### src/rtl/dev_uart_tx.sv
// dev_uart_tx: memory-mapped 8N1 UART transmitter with a byte FIFO and a drain interrupt.
// Define UART_TX_PARITY_EN to add an even-parity bit before the stop bit (11-bit frames).
module dev_uart_tx #(
    parameter int          FIFO_DEPTH = 8,
    parameter logic [15:0] DIV_RESET  = 16'd16
) (
    input  logic        clk,
    input  logic        reset,
    input  logic [29:0] Addr,
    input  logic        WE,
    input  logic [31:0] Din,
    output logic [31:0] Dout,
    output logic        IRQ,
    output logic        txd
);
    localparam int            PW      = $clog2(FIFO_DEPTH);
    localparam int            CW      = PW + 1;
    localparam logic [CW-1:0] DEPTH_C = CW'(FIFO_DEPTH);

`ifdef UART_TX_PARITY_EN
    localparam logic PARITY_FLAG = 1'b1;
    typedef enum logic [2:0] {S_IDLE, S_START, S_DATA, S_PARITY, S_STOP} state_t;
`else
    localparam logic PARITY_FLAG = 1'b0;
    typedef enum logic [2:0] {S_IDLE, S_START, S_DATA, S_STOP} state_t;
`endif

    // ---------------- register decode ----------------
    logic [1:0] reg_sel;
    logic       wr_data;
    logic       wr_ctrl;
    logic       wr_status;

    assign reg_sel   = Addr[1:0];
    assign wr_data   = WE && (reg_sel == 2'd0);
    assign wr_ctrl   = WE && (reg_sel == 2'd1);
    assign wr_status = WE && (reg_sel == 2'd2);

    logic unused;
    assign unused = &{1'b0, Addr[29:2], Din[31:17], 1'b0};

    // ---------------- control / status registers ----------------
    logic [15:0] div_reg;
    logic        ie_reg;
    logic        ovf_reg;
    logic        irq_reg;
    logic [15:0] div_eff;

    assign div_eff = (div_reg == 16'd0) ? 16'd1 : div_reg;

    // ---------------- byte FIFO ----------------
    logic [7:0]    fifo_mem [FIFO_DEPTH];
    logic [PW-1:0] wr_ptr_reg;
    logic [PW-1:0] rd_ptr_reg;
    logic [CW-1:0] count_reg;
    logic          fifo_empty;
    logic          fifo_full;
    logic          push;
    logic          pop;
    logic [7:0]    fifo_head;
    logic [4:0]    count5;

    assign fifo_empty = (count_reg == '0);
    assign fifo_full  = (count_reg == DEPTH_C);
    // Fullness is judged on the pre-edge count, so a pop in the same cycle cannot rescue a push.
    assign push       = wr_data && !fifo_full;
    assign fifo_head  = fifo_mem[rd_ptr_reg];
    assign count5     = 5'(count_reg);

    always_ff @(posedge clk) begin
        if (push) begin
            fifo_mem[wr_ptr_reg] <= Din[7:0];
        end
    end

    always_ff @(posedge clk or negedge reset) begin
        if (!reset) begin
            wr_ptr_reg <= '0;
            rd_ptr_reg <= '0;
            count_reg  <= '0;
        end else begin
            if (push) begin
                wr_ptr_reg <= wr_ptr_reg + 1'b1;
            end
            if (pop) begin
                rd_ptr_reg <= rd_ptr_reg + 1'b1;
            end
            case ({push, pop})
                2'b10:   count_reg <= count_reg + 1'b1;
                2'b01:   count_reg <= count_reg - 1'b1;
                default: count_reg <= count_reg;
            endcase
        end
    end

    // ---------------- transmit FSM ----------------
    state_t      state_reg, state_next;
    logic [15:0] baud_cnt_reg, baud_cnt_next;
    logic [2:0]  bit_cnt_reg, bit_cnt_next;
    logic [7:0]  shift_reg, shift_next;
    logic        txd_reg, txd_next;
    logic        bit_end;
    logic        busy;

    assign bit_end = (baud_cnt_reg == 16'd1);
    assign busy    = (state_reg != S_IDLE);

`ifdef UART_TX_PARITY_EN
    logic parity_reg, parity_next;
`endif

    always_comb begin
        state_next    = state_reg;
        baud_cnt_next = baud_cnt_reg;
        bit_cnt_next  = bit_cnt_reg;
        shift_next    = shift_reg;
        pop           = 1'b0;
`ifdef UART_TX_PARITY_EN
        parity_next   = parity_reg;
`endif
        case (state_reg)
            S_IDLE: begin
                if (!fifo_empty) begin
                    pop           = 1'b1;
                    shift_next    = fifo_head;
                    bit_cnt_next  = 3'd0;
                    baud_cnt_next = div_eff;
                    state_next    = S_START;
`ifdef UART_TX_PARITY_EN
                    parity_next   = ^fifo_head;
`endif
                end
            end
            S_START: begin
                if (bit_end) begin
                    baud_cnt_next = div_eff;
                    state_next    = S_DATA;
                end else begin
                    baud_cnt_next = baud_cnt_reg - 16'd1;
                end
            end
            S_DATA: begin
                if (bit_end) begin
                    baud_cnt_next = div_eff;
                    if (bit_cnt_reg == 3'd7) begin
`ifdef UART_TX_PARITY_EN
                        state_next = S_PARITY;
`else
                        state_next = S_STOP;
`endif
                    end else begin
                        bit_cnt_next = bit_cnt_reg + 3'd1;
                        shift_next   = {1'b0, shift_reg[7:1]};
                    end
                end else begin
                    baud_cnt_next = baud_cnt_reg - 16'd1;
                end
            end
`ifdef UART_TX_PARITY_EN
            S_PARITY: begin
                if (bit_end) begin
                    baud_cnt_next = div_eff;
                    state_next    = S_STOP;
                end else begin
                    baud_cnt_next = baud_cnt_reg - 16'd1;
                end
            end
`endif
            S_STOP: begin
                if (bit_end) begin
                    // Chain straight into the next frame when data is waiting.
                    if (!fifo_empty) begin
                        pop           = 1'b1;
                        shift_next    = fifo_head;
                        bit_cnt_next  = 3'd0;
                        baud_cnt_next = div_eff;
                        state_next    = S_START;
`ifdef UART_TX_PARITY_EN
                        parity_next   = ^fifo_head;
`endif
                    end else begin
                        state_next = S_IDLE;
                    end
                end else begin
                    baud_cnt_next = baud_cnt_reg - 16'd1;
                end
            end
            default: begin
                state_next = S_IDLE;
            end
        endcase
    end

    always_comb begin
        txd_next = 1'b1;
        case (state_next)
            S_START:  txd_next = 1'b0;
            S_DATA:   txd_next = shift_next[0];
`ifdef UART_TX_PARITY_EN
            S_PARITY: txd_next = parity_next;
`endif
            default:  txd_next = 1'b1;
        endcase
    end

    // Reset forces the line high immediately, abandoning any frame in flight.
    always_ff @(posedge clk or negedge reset) begin
        if (!reset) begin
            state_reg    <= S_IDLE;
            baud_cnt_reg <= 16'd1;
            bit_cnt_reg  <= 3'd0;
            shift_reg    <= 8'd0;
            txd_reg      <= 1'b1;
`ifdef UART_TX_PARITY_EN
            parity_reg   <= 1'b0;
`endif
        end else begin
            state_reg    <= state_next;
            baud_cnt_reg <= baud_cnt_next;
            bit_cnt_reg  <= bit_cnt_next;
            shift_reg    <= shift_next;
            txd_reg      <= txd_next;
`ifdef UART_TX_PARITY_EN
            parity_reg   <= parity_next;
`endif
        end
    end

    // ---------------- register updates and interrupt ----------------
    always_ff @(posedge clk or negedge reset) begin
        if (!reset) begin
            div_reg <= DIV_RESET;
            ie_reg  <= 1'b0;
            ovf_reg <= 1'b0;
            irq_reg <= 1'b0;
        end else begin
            if (wr_ctrl) begin
                div_reg <= Din[15:0];
                ie_reg  <= Din[16];
            end
            if (wr_data && fifo_full) begin
                ovf_reg <= 1'b1;
            end else if (wr_status && Din[3]) begin
                ovf_reg <= 1'b0;
            end
            irq_reg <= ie_reg && fifo_empty && !busy;
        end
    end

    always_comb begin
        Dout = 32'd0;
        case (reg_sel)
            2'd1:    Dout = {15'd0, ie_reg, div_reg};
            2'd2:    Dout = {19'd0, count5, 3'd0, PARITY_FLAG, ovf_reg, busy, fifo_full, fifo_empty};
            default: Dout = 32'd0;
        endcase
    end

    assign IRQ = irq_reg;
    assign txd = txd_reg;

endmodule

### config.mk
export PLATFORM = sky130hd
export DESIGN_NAME = dev_uart_tx
export DESIGN_NICKNAME = d
export VERILOG_FILES = /design/src/rtl/dev_uart_tx.sv
export SDC_FILE = /design/constraint.sdc
export NUM_CORES = 1
export LEC_CHECK = 0
export ABC_AREA = 1
export CAP_MARGIN = 20
export CORE_MARGIN = 8
export CORE_UTILIZATION = 50
export CTS_CLUSTER_SIZE = 14
export DETAILED_ROUTE_END_ITERATION = 8
export GPL_ROUTABILITY_DRIVEN = 0
export GPL_TIMING_DRIVEN = 1
export PLACE_DENSITY_LB_ADDON = 0.12
export SLEW_MARGIN = 20
export SYNTH_ARGS = -nofsm -noshare
export SYNTH_HDL_FRONTEND = slang
export SYNTH_SLANG_ARGS = --single-unit
export TNS_END_PERCENT = 1
### constraint.sdc
create_clock -name clk -period 2.25 [get_ports clk]
set_input_delay 0.675 -clock clk [delete_from_list [all_inputs] [get_ports clk]]
set_output_delay 0.675 -clock clk [all_outputs]
set_load 0.02 [all_outputs]
After elaboration in Yosys (flattened, before gate mapping)
Memories as Yosys holds them, arrays and structs flattened. Cells that the tools add are included.

$add $sub $neg: 6. Multipliers: 0. Divide/modulo/power cells: 0. Magnitude comparators: 0. Equality and inequality tests: 15. Shift-type cells: 0. Multiplexer cells: 32. Bitwise operators: 0. Reduce and logical (&&, ||, !) cells: 21.

Operators with widths (number): 16-bit two-way mux (4); 16-bit case mux with 3 select lines (1); 17-bit case mux with 2 select lines (1); 8-bit two-way mux (4); 3-bit two-way mux (9); 8-bit case mux with 3 select lines (1); 16-bit by 1-bit equality test with 1-bit output (second input constant) (1); 16-bit logical NOT (1); 16-bit by 1-bit subtractor with 16-bit output (second input constant) (1); 3-bit case mux with 4 select lines (1); 3-bit by 1-bit adder with 3-bit output (second input constant) (3); 3-bit by 2-bit equality test with 1-bit output (second input constant) (3); 3-bit case mux with 3 select lines (1); 3-bit nonzero test (3); 1-bit logical AND (8); 4-bit case mux with 2 select lines (1); 1-bit two-way mux (7); 3-bit by 1-bit equality test with 1-bit output (second input constant) (2); 2-bit != test (second input constant) (3); 4-bit by 1-bit adder with 4-bit output (second input constant) (1); 2-bit by 1-bit equality test with 1-bit output (second input constant) (2); 2-bit equality test (second input constant) (2); 4-bit equality test (second input constant) (1); 4-bit logical NOT (1); 9 further kinds (12).

Register bits after elaboration: 60. Bits in latches: 0. RAM bits: 64. ROM bits: 0. Input port bits: 65. Output and inout bits: 34. Word-level logic and storage cells: 88. Memories: 1.

Memories: fifo_mem (words 8, width 8, read ports 1, clocked after Yosys merged registers in 0, write ports 1, RTL line 52) `logic [7:0] fifo_mem [FIFO_DEPTH];`.

Longest topological paths before layout
Gate-level depths: netlist of run 1.

Depth after elaboration: 6. Depth in mapped cells: 15. Gate-level depth less buffers: 15.

Least setup slack after synthesis of run 1
Ideal clock, no wire load.

Path kind: in2out. Start point: in Addr[1]. End point: out Dout[3]. Arrival: 1.838 ns. Data required time: 1.575 ns. Setup slack: -0.263 ns. Cell stages on the path: 6. Buffers on the path: 2. Path through: inv_1 > ha_1 > clkbuf_1 > clkbuf_1 > nand2_1 > a21oi_1.

Longest elaborated chain between the ends: 2. Elaborated cells on any way between the ends: 3. Classes of those cells: eq/ne (2); mux (1).

RTL lines: start, declared (RTL line 9) `input logic [29:0] Addr,`; 2-bit equality test / 2-bit by 1-bit equality test with 1-bit output (equally long branches) (RTL line 252) `case (reg_sel)`; 17-bit case mux with 2 select lines * (RTL line 252); end, declared (RTL line 12) `output logic [31:0] Dout,`.

Every way passes the cells marked *; elsewhere a longest branch is shown, timed or not.

Worst setup path in the final report of run 1
Start point: reg baud_cnt_reg[0]. End point: reg count_reg[2].

Longest elaborated chain between the ends: 5. Elaborated cells on any way between the ends: 7. Classes of those cells: eq/ne (3); mux (3); reduce/logical (1).

RTL lines: start, declared (RTL line 98) `logic [15:0] baud_cnt_reg, baud_cnt_next;`; start signal, assigned (RTL line 219) `baud_cnt_reg <= baud_cnt_next;`; 16-bit by 1-bit equality test with 1-bit output * (RTL line 105) `assign bit_end = (baud_cnt_reg == 16'd1);`; 1-bit two-way mux * (RTL line 170) `if (bit_end) begin`; 1-bit case mux with 2 select lines * (RTL line 121) `case (state_reg)`; net pop (RTL line 59) `logic pop;`; 2-bit by 1-bit equality test with 1-bit output / 2-bit equality test (equally long branches) (RTL line 88) `case ({push, pop})`; 4-bit case mux with 2 select lines / 2-bit nonzero test (equally long branches); end signal, assigned (RTL line 89) `2'b10: count_reg <= count_reg + 1'b1;`; end signal, assigned (RTL line 90) `2'b01: count_reg <= count_reg - 1'b1;`; end signal, assigned (RTL line 91) `default: count_reg <= count_reg;`; end, declared (RTL line 55) `logic [CW-1:0] count_reg;`.

Mark *: on every way through the listed nets, which the timed path passes. The rest lies on a longest branch. A chain may end at the register's enable or synchronous reset.

==> flow_summary.ini, run 1 <==
[run_status]
outcome = complete, but fails checks
violations = setup timing

[synthesis]
synth.most_common_cell = nand2_1
synthDominantCellAreaShare_pct = 28.6
netlist_top_cells_area = edfxtp_1 (29%), dfrtp_1 (21%), nand2_1 (9.6%)
ys_ff_latch = 124
netlist_area_sq_um = 6720
synth_ff_type = edfxtp_1
synth_edf_count = 64
yosys_warnings = 0
syn_inst = 763
synth_common_cells = nand2_1 (171), nor2_1 (94), inv_1 (71)
async_flop_share_pct = 48.4
synth_area_leader_cell = edfxtp_1
yosysUniqueCellTypes = 47
avgSynthCellArea_sq_um = 8.80
ys_seq_area_share_pct = 51.0

[grt]
grt_pass1_vias = 5724
grt.total_usage_pct = 20.4
antenna_found_initial = 0
grt_overflow_total = 0
grt_first_pass_wirelength_mm = 28.5
grt_max_degree = 46

[timing]
finalMaxSlewViolations = 0
setup_violations = 1
rsz0062_at_grt = yes
worst_clock_skew_ns = 0.00713
finalCritPeriodShare_pct = 102
whs_ns = 0.194
timing.fmax_mhz = 437
hold_viol = 0
finalCriticalPeriod_ns = 2.29
fin_ws_ns = -0.0407
tns_ns = -0.0407

[layout]
fillers = 1119
final_cells = 1061
fin_util_pct = 63.3
syn_to_final_growth_pct = 24.3
diodes = 0
largest_reg_flops = 64
layout.nets = 949
drive_gt1_share_pct = 23.5

[clock_tree]
cts_tree = built
clk_pin_slew_worst_paths_ns = 0.06
cts_buffer_depth = 2
clkSinkCount = 124
cts_hold_buffers = 0
cts.htree.levels = 4
cts-root-buf = clkbuf_16
numCtsBuffers = 17
clk_latency_ns = 0.42

[critical_path]
cp.arrival_ns = 2.60
cp.required_ns = 2.56
cp.depth = 14
path_buf_inv = 1
crit_chain = ha_4 > nand2_4 > nor2_4 > nand3_2 > nand2_2 > inv_2 > nor2_4 > ha_4 > xor2_2 > ha_2 > a21oi_2 > a21oi_1 > o21ai_1 > o21a_1
critical-path-top-delay-family = flip-flops
critPathLaunch = baud_cnt_reg[0]
timing.rr.end = count_reg[2]
worst_setup_path_start_kind = flop
cp-end-kind = flop
cpPeakStageDelay_ns = 0.55
r2r_setup_slack_ns = -0.04
rr_startpoint = baud_cnt_reg[0]
worstRegToRegCells = 14
slowest_stage = dfstp_2
path_class = flop to flop
crit_fanout = 3

[detailed_routing]
dr_total_vias = 5645
antenna_left = 0
wirelength_mm = 17.4
drcViolationCount = 0
viasPerCell = 5.32
wl_per_cell_microns = 16.4
drtIter0Drc = 450
first_pass_iters = 6

[worst_hold_path]
min_path_type = primary input to asynchronous set/reset pin

[floorplan]
fp.dieH_microns = 132
rows = 42
die_area_sq_um = 17400
die_x_microns = 132
core-area_sq_um = 13200
initial_core_util_pct = 50.9
io_pins = 99

[placement]
dpl.cell_count = 1016
hpwlAfterDp_mm = 12.0
portBuffers = 40
place_ws_ns = -0.955

[power]
powerDensity_nw_per_um2 = 1050
p_leak_nw = 3.81
ir_drop_mv = 0.596

[run]
max_cap_viol_count = 0
routing by layer:
metal | wire (microns) | track usage (%) | part of all wire [%]
met3 | 1130 | 4.99 | 6.5
met5 | 0 | 0 | 0
met1 | 7760 | 26.7 | 45
met4 | 206 | 7.53 | 1.2
met2 | 8310 | 32.2 | 48
repair_timing:
| item | CTS | global route |
|---|---|---|
| resized for setup | 108 | 12 |
| setup buffers | 10 | 3 |
| pin swaps | 9 | 8 |
| setup endpoints to repair | 30 | 8 |
worst max-delay path by stage:
stage / end / slack (ns)
2_1_floorplan: count_reg[2] / -0.06
3_3_place_gp: Dout[15] / -0.87
3_5_place_dp: Dout[7] / -0.96
4_1_cts: count_reg[2] / 0.007
5_1_grt: count_reg[2] / -0.16
6_report: count_reg[2] / -0.04
power by group:
group	switching, mW	leakage (nW)	internal, mW
combinational	1.88	2.27	1.20
sequential	0.328	1.28	2.78
clock	1.04	0.264	1.52
area by class of cell:
| cell class | count | area [sq um] | share of cell area [%] |
|---|---|---|---|
| Sequential cell | 124 | 3430 | 41.0 |
| Tap cell | 176 | 220 | 2.64 |
| Clock buffer | 18 | 429 | 5.14 |
| Multi-Input combinational cell | 530 | 2880 | 34.5 |
| Clock inverter | 14 | 119 | 1.42 |
| Timing Repair Buffer | 117 | 962 | 11.5 |
| Inverter | 82 | 317 | 3.79 |
cell families (layout without fill, tap and decap cells):
family	count (synthesis)	count (layout)	share of synthesized area, %
DFF	124	124	51.0
xor gates and xnor gates	15	15	1.96
other	1	16	0.0558
AOI/OAI and AO/OA	115	115	9.89
muxes	5	5	0.838
adders and majority gates	12	12	2.23
buffers and inverters	124	231	8.74
and+or+nand+nor	367	367	25.3
cells in the final DEF (no fill, tap or decap), types with 4 or more instances in the layout:
master	netlist	routed
nand2_1	171	169
nor2_1	94	93
buf_4	19	76
inv_1	71	67
edfxtp_1	64	64
dfrtp_1	57	57
nand3_1	51	51
o21ai_0	41	38
a21oi_1	37	29
clkdlybuf4s50_1	0	20
clkbuf_16	0	17
conb_1	1	16
o211ai_1	12	12
xor2_1	12	11
buf_2	9	11
inv_2	9	10
nand2_2	9	10
nor2_2	8	9
a21oi_2	1	9
nor2_4	7	7
o22ai_1	7	7
nand2_4	5	6
o21ai_1	3	6
a31oi_1	6	6
nand4_1	6	6
buf_6	5	6
mux2_2	5	5
ha_1	12	5
ha_4	0	5
clkinv_1	1	4
or2_2	4	4
inv_6	0	4
stage by stage:
stage	total power [mW]	cell area [sq um]
2_1_floorplan	5.01	6780
3_3_place_gp	5.96	7630
3_5_place_dp	6.07	7630
4_1_cts	8.69	8300
5_1_grt	9.25	8350
6_report	8.74	8350
(Power assumes the default switching activity.)
==> inputs of run 2 (changes only) <==
--- a/config.mk
+++ b/config.mk
@@ -18,4 +18,3 @@
 export SYNTH_ARGS = -nofsm -noshare
 export SYNTH_HDL_FRONTEND = slang
 export SYNTH_SLANG_ARGS = --single-unit
-export TNS_END_PERCENT = 1
==> constraint.sdc (replaced) <==
create_clock -name clk -period 2.1 [get_ports clk]
set_input_delay 0.63 -clock clk [delete_from_list [all_inputs] [get_ports clk]]
set_output_delay 0.63 -clock clk [all_outputs]
set_load 0.02 [all_outputs]
==> flow_summary.ini, run 2 (synthesized netlist as in run 1, its figures left out) <==
[run_status]
outcome = complete, but fails checks
violations = setup timing

[layout]
fin_util_pct = 66.5
syn_to_final_growth_pct = 30.5
final_common_cell = nand2_1
layout_common_cells = nand2_1 (159), nor2_1 (90), buf_4 (83), edfxtp_1 (64), inv_1 (60)
layout.nets = 964
fillers = 1053
diodes = 0
drive_gt1_share_pct = 28.1
largest_reg_flops = 64

[timing]
whs_ns = 0.137
hold_viol = 0
setup_violations = 14
worst_clock_skew_ns = 0.00868
finalMaxSlewViolations = 0
timing.fmax_mhz = 452
finalCriticalPeriod_ns = 2.21
finalCritPeriodShare_pct = 105
fin_ws_ns = -0.114
rsz0062_at_grt = yes

[detailed_routing]
dr_total_vias = 5608
drcViolationCount = 0
first_pass_iters = 5
drtIter0Drc = 423
antenna_left = 0
wirelength_mm = 17.5
viasPerCell = 5.21
wl_per_cell_microns = 16.3

[floorplan]
core-area_sq_um = 13200
die_area_sq_um = 17400
rows = 42
initial_core_util_pct = 50.9
io_pins = 99
fp.dieH_microns = 132
die_x_microns = 132

[clock_tree]
clk_pin_slew_worst_paths_ns = 0.06
cts_hold_buffers = 0
cts_tree = built
cts.htree.levels = 4
cts_buffer_depth = 2
numCtsBuffers = 17
cts-root-buf = clkbuf_16
clk_latency_ns = 0.42
clkSinkCount = 124

[critical_path]
cp.required_ns = 1.47
cpPeakStageDelay_ns = 0.38
critical-path-top-delay-family = flip-flops
worst_setup_path_start_kind = flop
slowest_stage = dfrtp_1
cp.arrival_ns = 1.58
cp-end-kind = output port
crit_fanout = 2
crit_chain = nor2_2 > buf_4 > nand3_4 > inv_2 > nand2_2 > a21oi_2 > buf_6
r2r_setup_slack_ns = -0.10
path_class = flop to output port
path_buf_inv = 3

[grt]
antenna_found_initial = 0
grt.total_usage_pct = 20.3
grt_overflow_total = 0
grt_pass1_vias = 5471
grt_first_pass_wirelength_mm = 28.1
grt_max_degree = 46

[worst_hold_path]
min_path_type = primary input to asynchronous set/reset pin

[power]
finalPower_mw = 9.77
powerDensity_nw_per_um2 = 1110
p_leak_nw = 3.95
ir_drop_mv = 0.629

[run]
max_cap_viol_count = 0

[placement]
hpwlAfterDp_mm = 12.1
portBuffers = 40
==> run 2: changes by cell type in the layout (fill, tap and decap cells not counted), sizes merged <==
cell and change:
bufinv +1, inv +2, clkinvlp +1, clkinv -4, clkdlybuf4s50 -1, buf +16
==> run 2: worst paths after layout <==
check,to,cells after the start,from
max reg2reg,count_reg[3],13,baud_cnt_reg[0]
min in group clk,shift_reg[5],2,shift_reg[5]
max,Dout[0],7,count_reg[1]
min,state_reg[0],1,reset
max in group asynchronous,div_reg[4],2,reset
min reg2reg,shift_reg[5],2,shift_reg[5]
==> run 2: per-layer routing <==
layer | share of wire [%] | track usage (%) | up-vias | wire length, microns
met3 | 5.9 | 4.84 | 21 | 1030
met2 | 48 | 32.8 | 183 | 8380
met5 | 0 | 0 | - | 0
met1 | 45 | 26.1 | 2675 | 7810
li1 | - | - | 2729 | -
met4 | 1.6 | 7.40 | 0 | 278
==> run 2: area by class of cell <==
type / count / area (sq um) / share of cell area [%]
flip-flops and latches: 124 / 3430 / 39.1
multi-input cells: 530 / 3030 / 34.5
repair buffers: 132 / 1180 / 13.4
clock buffers: 18 / 439 / 5.01
inverters: 82 / 323 / 3.68
well taps: 176 / 220 / 2.51
clock inverters: 14 / 155 / 1.77
==> run 2: repair_timing <==
item	in CTS	in global routing
resized for setup	136	37
endpoints found under the setup margin	52	64
pin swaps	7	10
cloned	0	0
setup buffers	4	8
==> run 2: power breakdown <==
group	leakage [nW]	switching, mW	internal [mW]
registers	1.28	0.335	2.97
clock network	0.289	1.16	1.80
logic	2.38	2.11	1.39
==> run 2: per-stage QoR <==
stage	area [sq um]	cells	setup TNS (ns)	setup slack [ns]
4_1_cts	8580	1068	-0.667	-0.0867
3_5_place_dp	7820	1032	-48.11	-0.932
2_1_floorplan	6850	778	-1.37	-0.0804
6_report	8770	1076	-0.907	-0.114
3_3_place_gp	7820	1032	-46.35	-0.899
5_1_grt	8770	1076	-2.41	-0.228
